<file path="src/rtl/nibble_serial_adder.sv">
// Multi-cycle W-bit adder sequencer: drives an external combinational 4-bit
// full adder one nibble per clock, LSB nibble first, rippling carry through c_reg.
module nibble_serial_adder #(
  parameter int NIBBLES = 4
) (
  input  logic                   clk,
  input  logic                   reset_p,
  input  logic                   start,
  input  logic [4*NIBBLES-1:0]   a,
  input  logic [4*NIBBLES-1:0]   b,
  input  logic                   cin,
  output logic                   busy,
  output logic                   done,
  output logic [4*NIBBLES-1:0]   result,
  output logic                   cout,
  output logic                   overflow,
  output logic [3:0]             add_a,
  output logic [3:0]             add_b,
  output logic                   add_cin,
  input  logic [3:0]             add_sum,
  input  logic                   add_carry
);

  localparam int W  = 4 * NIBBLES;
  localparam int IW = $clog2(NIBBLES);

  typedef enum logic [1:0] {IDLE, RUN, DONE} state_t;

  state_t         state, state_nxt;
  logic [W-1:0]   a_reg, b_reg;
  logic           c_reg;
  logic [IW-1:0]  idx;
  logic           accept;
  logic           last;
  logic [IW+1:0]  bitpos;
  logic [W-1:0]   a_sh, b_sh;

  always_comb begin
    state_nxt = state;
    accept    = 1'b0;
    busy      = 1'b0;
    done      = 1'b0;
    add_a     = '0;
    add_b     = '0;
    add_cin   = 1'b0;
    bitpos    = {idx, 2'b00};
    a_sh      = a_reg >> bitpos;
    b_sh      = b_reg >> bitpos;
    last      = (idx == IW'(NIBBLES - 1));
    case (state)
      IDLE: begin
        if (start) begin
          accept    = 1'b1;
          state_nxt = RUN;
        end
      end
      RUN: begin
        busy    = 1'b1;
        add_a   = a_sh[3:0];
        add_b   = b_sh[3:0];
        add_cin = c_reg;
        if (last) state_nxt = DONE;
      end
      DONE: begin
        done      = 1'b1;
        accept    = start;
        state_nxt = start ? RUN : IDLE;
      end
      default: state_nxt = IDLE;
    endcase
  end

  always_ff @(posedge clk) begin
    if (reset_p) begin
      state    <= IDLE;
      a_reg    <= '0;
      b_reg    <= '0;
      c_reg    <= 1'b0;
      idx      <= '0;
      result   <= '0;
      cout     <= 1'b0;
      overflow <= 1'b0;
    end else begin
      state <= state_nxt;
      if (accept) begin
        a_reg    <= a;
        b_reg    <= b;
        c_reg    <= cin;
        idx      <= '0;
        result   <= '0;
        cout     <= 1'b0;
        overflow <= 1'b0;
      end else if (state == RUN) begin
        result[bitpos +: 4] <= add_sum;
        c_reg               <= add_carry;
        idx                 <= idx + IW'(1);
        // Signed overflow: operands agree in sign but the final sum MSB differs.
        if (last) begin
          cout     <= add_carry;
          overflow <= (a_reg[W-1] == b_reg[W-1]) && (add_sum[3] != a_reg[W-1]);
        end
      end
    end
  end

endmodule

</file>
<file path="config.mk">
export PLATFORM = sky130hd
export DESIGN_NAME = nibble_serial_adder
export DESIGN_NICKNAME = d
export VERILOG_FILES = /design/src/rtl/nibble_serial_adder.sv
export SDC_FILE = /design/constraint.sdc
export NUM_CORES = 1
export LEC_CHECK = 0
export ABC_AREA = 1
export CORE_UTILIZATION = 40
export CTS_CLUSTER_DIAMETER = 150
export DETAILED_ROUTE_END_ITERATION = 8
export PLACE_DENSITY = 0.76
export SYNTH_ARGS = -nofsm -noshare
export SYNTH_HDL_FRONTEND = slang
export SYNTH_SLANG_ARGS = --single-unit
</file>
<file path="constraint.sdc">
create_clock -name clk -period 2.9 [get_ports clk]
set_input_delay 0.58 -clock clk [delete_from_list [all_inputs] [get_ports clk]]
set_output_delay 0.58 -clock clk [all_outputs]
set_load 0.01 [all_outputs]
</file>
==> run summary, run 1 <==
initial antenna violation count: 0
CTS root buf: clkbuf_8
Reg area: 1100 um^2
Worst-path clk slew: 0.09 ns
max cap viols: 0
global-route usage over all layers: 19.9%
relative max-transition margin: 48.5%
grt total ovfl: 0
Cells after DPL: 490
Worst Path Arrival: 2.07 ns
Starting Density: 41.3%
Finished Layout Cells: 497
proportion of layout cells with a drive suffix above 1: 3.32%
highest-count cells in the layout ignoring fill and taps: 100 x nor2_1, 69 x clkdlybuf4s50_1, 56 x nand2_1, 55 x dfxtp_1, 47 x o21ai_0
mean post-synth cell area: 6.79 um^2
CTS Buf Count: 5
crit end category: output pin
Post-Syn Instances: 358
Antenna Cells: 0
Post-CTS Setup Bufs: 0
setup TNS: 0 ns
WS Path Type: flip-flop to output pin
TritonCTS clock tree: built
Critical Path Fanout Max: 27
multi-input logic area: 1140 um^2
share of Yosys cell area claimed by the top area cell type: 45.3%
I/O Buffers: 69
slew at the pin with the worst max-slew slack: 0.772 ns
Post-DRT Antenna Nets: 0
Final Instance Area: 3260 um^2
Core Region: 5890 um^2
setup violators final: 0
nature of the critical path startpoint: flip-flop
PwrDens: 469 nW/um^2
Detailed Routing Iterations Pass 1: 4
IR drop worst, VDD: 0.000277 V
Die Y-Extent: 80.0 um
dpl hpwl: 4310 um
Hold Violations, Final: 0
count of cell types in the netlist: 16
largest net degree at the start of global routing: 45
first-pass GRT wire length: 9890 um
fill cell count: 599
via/cell ratio: 4.90
die width: 80.0 um
Post-Syn Nets: 405
routed len/inst: 12.0 um
Clk network pwr share: 27.8%
later-pin clock latency in the skew report: 0.31 ns
most common cell after layout, fill and taps aside: nor2_1
Synth area leaders: dfxtp_1 45%, nor2_1 15%, o21ai_0 9.7%, nand2_1 8.6%, a21oi_1 7.2%
Seq pwr share: 53.9%
final RePlAce weighted congestion: 0.825
final worst-path cycle share: 91.4%
top cell type by total area after synthesis: dfxtp_1
clock sinks: 55
Final Core Density: 55.4%
internal power: 1.11 mW
Lkg Pwr: 1.31 nW
worst hold path type: flip-flop to flip-flop
combinational share of power: 18.3%
Syn. warnings: 0
CTS-repair resized insts: 0
Slew Limit Fails: 0
FP Rows: 28
synthesis-to-finish area growth: 34.0%
Clock Tree Buf Depth: 2
Sw Ratio: 27.1%
sequential share of the synthesized area: 45.3%
die footprint: 6400 um^2
Synth Cell Area: 2430 um^2
Routed WL: 5970 um
Nets: 469
vias in the first global route: 2207
f_max: 377 MHz
via count: 2435
worst endpoint required time: 2.32 ns
Remaining DRCs: 0
initial DRC count: 100
I/O pins: 70
Placed Instance Area: 3170 um^2
worst clock skew: 0.00403 ns
min Tclk post-route: 2.65 ns
status: finished clean
NetSw: 414 uW
H-tree depth: 2
CTS Hold Bufs: 0
number of synthesized register bits: 55
unrepaired setup endpoints after global routing: no
[kinds of logic (layout without fill, tap and decap cells)]
logic type	count (synthesis)	in the layout	synth area share, %
and+or+nand+nor	167	167	26.4
AOI/OAI and AO/OA	84	84	17.5
DFF	55	55	45.3
buffers and inverters	46	110	7.72
adders and majority gates	6	6	3.09
[power groups by stage]
stage	clock network, mW	registers [mW]	logic [mW]
2_1_floorplan	0	0.837	0.160
3_5_place_dp	0	0.841	0.278
6_report	0.425	0.824	0.279
3_3_place_gp	0	0.840	0.274
4_1_cts	0.431	0.824	0.281
5_1_grt	0.469	0.830	0.315
[routing by layer]
layer  part of all wire [%]  wire length (um)  GRT usage (%)
met5                      0                 0              0
met4                    1.9               115           6.43
met3                    5.3               315           4.57
met2                     47              2780           33.7
met1                     46              2760           24.7
[path summary, 6_finish.rpt]
path | from | endpoint | slack (ns) | cells after the start
worst max-delay path | idx[0]$_SDFFE_PP0P_ | add_b[1] | 0.25 | 6
worst max register to register | idx[0]$_SDFFE_PP0P_ | result[15]$_SDFFE_PP0P_ | 1.14 | 7
worst min register to register | a_reg[6]$_SDFFE_PP0P_ | a_reg[6]$_SDFFE_PP0P_ | 0.47 | 2
worst min-delay path | a_reg[6]$_SDFFE_PP0P_ | a_reg[6]$_SDFFE_PP0P_ | 0.47 | 2
[critical path: stages (launching register included)]
cell and delay [ns]:
dfxtp_1 0.43, buf_4 0.31, nor2_1 0.07, nor2_1 0.08, o21ai_0 0.11, a21oi_1 0.19, clkdlybuf4s50_1 0.58
[stage by stage]
stage	setup WS, ns	hold slack [ns]	total power, mW
2_1_floorplan	1.20	0.429	0.996
3_3_place_gp	0.678	0.456	1.11
3_5_place_dp	0.632	0.457	1.12
4_1_cts	0.272	0.471	1.54
5_1_grt	0.0478	0.480	1.61
6_report	0.251	0.474	1.53
[cell type report]
type / count / area share (%)
Inverter: 30 / 3.45
Clock buffer: 6 / 2.53
Multi-Input combinational cell: 257 / 35.1
Timing Repair Buffer: 73 / 22.1
Sequential cell: 55 / 33.8
Tap cell: 75 / 2.88
Clock inverter: 1 / 0.154
[synthesized netlist by cell type (all sizes together)]
master	instances
nor2	102
nand2	56
dfxtp	55
o21ai	47
a21oi	35
inv	28
buf	8
clkbuf	8
nand3	8
ha	6
clkinv	2
o211ai	2
nor3	1
(Power assumes the default switching activity.)
==> run 2: changes to the inputs <==
Settings changed: CORE_UTILIZATION 40 to 35, PLACE_DENSITY 0.76 to 0.69.
==> run summary, run 2 (same netlist as run 1, synthesis figures left out) <==
f_max: 377 MHz (-0.18%)
setup TNS: 0 ns (unchanged)
nature of the critical path startpoint: flip-flop
routed len/inst: 12.2 um (+1.6%)
Antenna Cells: 0 (unchanged)
die footprint: 7290 um^2 (+14%)
initial DRC count: 135 (+35%)
highest-count cells in the layout ignoring fill and taps: 100 x nor2_1, 69 x clkdlybuf4s50_1, 56 x nand2_1, 55 x dfxtp_1, 47 x o21ai_0
Placed Instance Area: 3190 um^2 (+0.43%)
Final Instance Area: 3270 um^2 (+0.42%)
setup violators final: 0 (unchanged)
Starting Density: 36.0% (-5.3 points)
unrepaired setup endpoints after global routing: no
H-tree depth: 2 (unchanged)
via/cell ratio: 4.84 (-1.2%)
first-pass GRT wire length: 10500 um (+6.0%)
CTS Hold Bufs: 0 (unchanged)
status: finished clean
I/O Buffers: 69 (unchanged)
TritonCTS clock tree: built
Post-Place Setup Slack: 0.585 ns (-0.0472 ns)
Nets: 470 (+0.21%)
slew at the pin with the worst max-slew slack: 0.656 ns (-0.116 ns)
Worst-path clk slew: 0.10 ns (about the same)
Routed WL: 6140 um (+2.8%)
Lkg Pwr: 1.32 nW (+0.37%)
fill cell count: 744 (+24%)
initial antenna violation count: 0 (unchanged)
worst endpoint required time: 2.32 ns (about the same)
worst clock skew: 0.00502 ns (+0.000986 ns)
combinational share of power: 18.2% (about the same)
Post-CTS Setup Bufs: 0 (unchanged)
NetSw: 421 uW (+1.8%)
Clock Tree Buf Depth: 2 (unchanged)
later-pin clock latency in the skew report: 0.31 ns (about the same)
Critical Path Fanout Max: 26 (-3.7%)
via count: 2434 (-0.041%)
clock sinks: 55 (unchanged)
Post-DRT Antenna Nets: 0 (unchanged)
Finished Layout Cells: 503 (+1.2%)
CTS root buf: clkbuf_8
vias in the first global route: 2293 (+3.9%)
final worst-path cycle share: 91.5% (+0.16 points)
die width: 85.4 um (+6.7%)
Final Core Density: 48.4% (-6.9 points)
min Tclk post-route: 2.65 ns (+0.00474 ns)
final RePlAce weighted congestion: 0.881 (+6.9%)
I/O pins: 70 (unchanged)
proportion of layout cells with a drive suffix above 1: 3.55% (+0.23 points)
final worst-path setup slack: 0.246 ns (-0.00474 ns)
IR drop worst, VDD: 0.000169 V (-39%)
crit end category: output pin
internal power: 1.12 mW (+0.11%)
grt total ovfl: 0 (unchanged)
final hold slack: 0.458 ns (-0.0156 ns)
largest net degree at the start of global routing: 45 (unchanged)
Core Region: 6760 um^2 (+15%)
relative max-transition margin: 56.2% (+7.7 points)
FP Rows: 30 (+7.1%)
Hold Violations, Final: 0 (unchanged)
worst hold path type: flip-flop to flip-flop
Clk network pwr share: 28.1% (+0.3 points)
Slew Limit Fails: 0 (unchanged)
Cells after DPL: 496 (+1.2%)
Remaining DRCs: 0 (unchanged)
dpl hpwl: 4450 um (+3.3%)
Overall Power: 1.54 mW (+0.57%)
Detailed Routing Iterations Pass 1: 4 (unchanged)
most common cell after layout, fill and taps aside: nor2_1
PwrDens: 470 nW/um^2 (+0.15%)
max cap viols: 0 (unchanged)
CTS-repair resized insts: 0 (unchanged)
WS Path Type: flip-flop to output pin
Die Y-Extent: 85.4 um (+6.7%)
synthesis-to-finish area growth: 34.6%
CTS Buf Count: 5 (unchanged)
Worst Path Arrival: 2.07 ns (about the same)
global-route usage over all layers: 18.1% (-1.8 points)
Sw Ratio: 27.4% (+0.33 points)
Seq pwr share: 53.7% (-0.2 points)
[run 2: area by class of cell]
cell class,count,area [um^2],share of cell area [%]
Sequential cell,55,1100,33.6
Multi-Input combinational cell,257,1140,34.9
Tap cell,80,100,3.06
Clock inverter,1,5.00,0.153
Clock buffer,6,82.6,2.52
Inverter,30,113,3.44
Timing Repair Buffer,74,728,22.2
[run 2: per-layer routing]
layer	GRT usage, %	share of wire [%]
met1	22.5	46
met2	29.9	46
met3	4.38	5.8
met4	7.58	2.7
met5	0	0
[run 2: path summary, 6_finish.rpt]
path	from	endpoint	slack, ns	cells past startpoint
max	idx[0]$_SDFFE_PP0P_	add_b[0]	0.25	6
min	b_reg[6]$_SDFFE_PP0P_	b_reg[6]$_SDFFE_PP0P_	0.46	2
max reg2reg	idx[0]$_SDFFE_PP0P_	result[11]$_SDFFE_PP0P_	1.12	6
min reg2reg	b_reg[6]$_SDFFE_PP0P_	b_reg[6]$_SDFFE_PP0P_	0.46	2
[run 2: power by group through the flow]
stage | Combinational [mW] | Sequential [mW] | Clock, mW
2_1_floorplan | 0.160 | 0.837 | 0
3_3_place_gp | 0.278 | 0.841 | 0
3_5_place_dp | 0.281 | 0.842 | 0
4_1_cts | 0.283 | 0.825 | 0.439
5_1_grt | 0.316 | 0.831 | 0.479
6_report | 0.280 | 0.825 | 0.432
[run 2: critical path: stages (launching register included)]
cell	delay (ns)
dfxtp_1	0.44
buf_4	0.30
nor2_1	0.07
nor2_1	0.07
o21ai_0	0.09
a21oi_1	0.20
clkdlybuf4s50_1	0.59
==> run 3: changes to the inputs <==
Settings changed: CORE_UTILIZATION 35 to 30, PLACE_DENSITY 0.69 to 0.62, SKIP_LAST_GASP set to 1, TNS_END_PERCENT set to 100.
==> run summary, run 3 (same netlist as run 1, synthesis figures left out) <==
status: finished clean
WS Path Type: flip-flop to output pin
cell family with most CP delay: buffers and inverters
later-pin clock latency in the skew report: 0.31 ns (about the same)
worst hold path type: flip-flop to flip-flop
Starting Density: 31.3% (-4.7 points)
Clock Tree Buf Depth: 2 (unchanged)
Critical Path End: add_b[1]
final RePlAce weighted congestion: 0.777 (-12%)
Nets: 470 (unchanged)
f_max: 373 MHz (-0.94%)
initial DRC count: 93 (-31%)
r2r startpoint: idx[0]$_SDFFE_PP0P_
final worst-path cycle share: 92.4% (+0.87 points)
die width: 92.0 um (+7.8%)
CP cell instances: buf_4 -> nor2_1 -> nor2_1 -> o21ai_0 -> a21oi_1 -> clkdlybuf4s50_1
largest net degree at the start of global routing: 45 (unchanged)
clock sinks: 55 (unchanged)
CTS-repair resized insts: 0 (unchanged)
FP Rows: 32 (+6.7%)
setup TNS: 0 ns (unchanged)
CTS Buf Count: 5 (unchanged)
synthesis-to-finish area growth: 35.8%
Remaining DRCs: 0 (unchanged)
Buf/Inv on CP: 2 (unchanged)
Hold Violations, Final: 0 (unchanged)
routed len/inst: 11.9 um (-2.3%)
Worst-path clk slew: 0.10 ns (about the same)
vias in the first global route: 2332 (+1.7%)
r2r endpoint: result[15]$_SDFFE_PP0P_
via count: 2431 (-0.12%)
Post-DRT Antenna Nets: 0 (unchanged)
proportion of layout cells with a drive suffix above 1: 3.77% (+0.23 points)
relative max-transition margin: 55.8% (-0.39 points)
Slew Limit Fails: 0 (unchanged)
most common cell after layout, fill and taps aside: nor2_1
TritonCTS clock tree: built
worst reg2reg setup slack: 1.16 ns (+0.04 ns)
dpl hpwl: 4570 um (+2.6%)
first-pass GRT wire length: 10600 um (+1.0%)
nature of the critical path startpoint: flip-flop
highest-count cells in the layout ignoring fill and taps: 100 x nor2_1, 69 x clkdlybuf4s50_1, 56 x nand2_1, 55 x dfxtp_1, 47 x o21ai_0
Worst path depth: 6 (unchanged)
Critical Path Fanout Max: 27 (+3.8%)
Die Y-Extent: 92.0 um (+7.8%)
unrepaired setup endpoints after global routing: no
Final Instance Area: 3300 um^2 (+0.88%)
Lkg Pwr: 1.31 nW (-0.52%)
CP startpoint: idx[0]$_SDFFE_PP0P_
initial antenna violation count: 0 (unchanged)
grt total ovfl: 0 (unchanged)
H-tree depth: 2 (unchanged)
Critical-path top delay cell: clkdlybuf4s50_1
min Tclk post-route: 2.68 ns (+0.0252 ns)
CP max stage delay: 0.59 ns (about the same)
IR drop worst, VDD: 0.000197 V (+17%)
I/O pins: 70 (unchanged)
worst endpoint required time: 2.32 ns (about the same)
PwrDens: 462 nW/um^2 (-1.6%)
CTS Hold Bufs: 0 (unchanged)
slew at the pin with the worst max-slew slack: 0.662 ns (+0.00579 ns)
Routed WL: 6270 um (+2.2%)
crit end category: output pin
die footprint: 8470 um^2 (+16%)
Worst Path Arrival: 2.10 ns (+0.03 ns)
max cap viols: 0 (unchanged)
CP most frequent cell: nor2_1
Post-CTS Setup Bufs: 0 (unchanged)
Core Region: 7770 um^2 (+15%)
I/O Buffers: 69 (unchanged)
CTS root buf: clkbuf_8
setup violators final: 0 (unchanged)
via/cell ratio: 4.62 (-4.5%)
worst clock skew: 0.00635 ns (+0.00133 ns)
Detailed Routing Iterations Pass 1: 4 (unchanged)
Placed Instance Area: 3210 um^2 (+0.86%)
worst r2r path cells: 7 (+1)
Antenna Cells: 0 (unchanged)
global-route usage over all layers: 15.5% (-2.6 points)
## run 3: changes by cell type in the layout (fill, tap and decap cells not counted)
cell / change
clkinvlp_4: +2
clkbuf_8: -1
## run 3: metrics by stage
stage	cells	utilization (%)	hold slack (ns)	power, mW	setup slack [ns]
after global placement	518	41.4	0.439	1.12	0.606
after CTS	526	42.5	0.472	1.55	0.237
after global routing	526	42.5	0.485	1.62	0.0441
after floorplan	358	-	0.429	0.996	1.20
after detailed placement	518	41.4	0.457	1.12	0.595
final	526	42.5	0.467	1.53	0.221
## run 3: layer usage
layer  routed length, um  GRT usage (%)  up-vias
met5                   0              0        -
met4                  60           3.65        0
met3                 320           3.65        8
met2                2880           26.1       80
met1                3010           20.0     1086
li1                    -              -     1257
## run 3: worst min path at each step
stage / endpoint / slack (ns) / depth (start not counted) / startpoint
2_1_floorplan: a_reg[4]$_SDFFE_PP0P_ / 0.43 / 2 / a_reg[4]$_SDFFE_PP0P_
3_3_place_gp: a_reg[7]$_SDFFE_PP0P_ / 0.44 / 2 / a_reg[7]$_SDFFE_PP0P_
3_5_place_dp: result[4]$_SDFFE_PP0P_ / 0.46 / 2 / result[4]$_SDFFE_PP0P_
4_1_cts: b_reg[6]$_SDFFE_PP0P_ / 0.47 / 2 / b_reg[6]$_SDFFE_PP0P_
5_1_grt: b_reg[6]$_SDFFE_PP0P_ / 0.49 / 2 / b_reg[6]$_SDFFE_PP0P_
6_report: b_reg[7]$_SDFFE_PP0P_ / 0.47 / 2 / b_reg[7]$_SDFFE_PP0P_
## run 3: cell type report
cell class              count  area [um^2]
fillers                   829         4470
multi-input cells         257         1140
flip-flops and latches     55         1100
repair buffers             74          728
well taps                 102          128
inverters                  30          113
clock buffers               5         68.8
clock inverters             3         20.0
## run 3: tightest hold or removal path, delay by kind of cell (launching register included)
family                 cells  cell delay [ns]
AOI/OAI and AO/OA          1             0.06
buffers and inverters      1             0.06
DFF                        1             0.31
## run 3: power breakdown
group	internal [mW]	leakage, nW	switching, mW
clock network	0.169	0.0402	0.251
logic	0.127	0.818	0.156
registers	0.801	0.452	0.0221
total	1.10	1.31	0.429
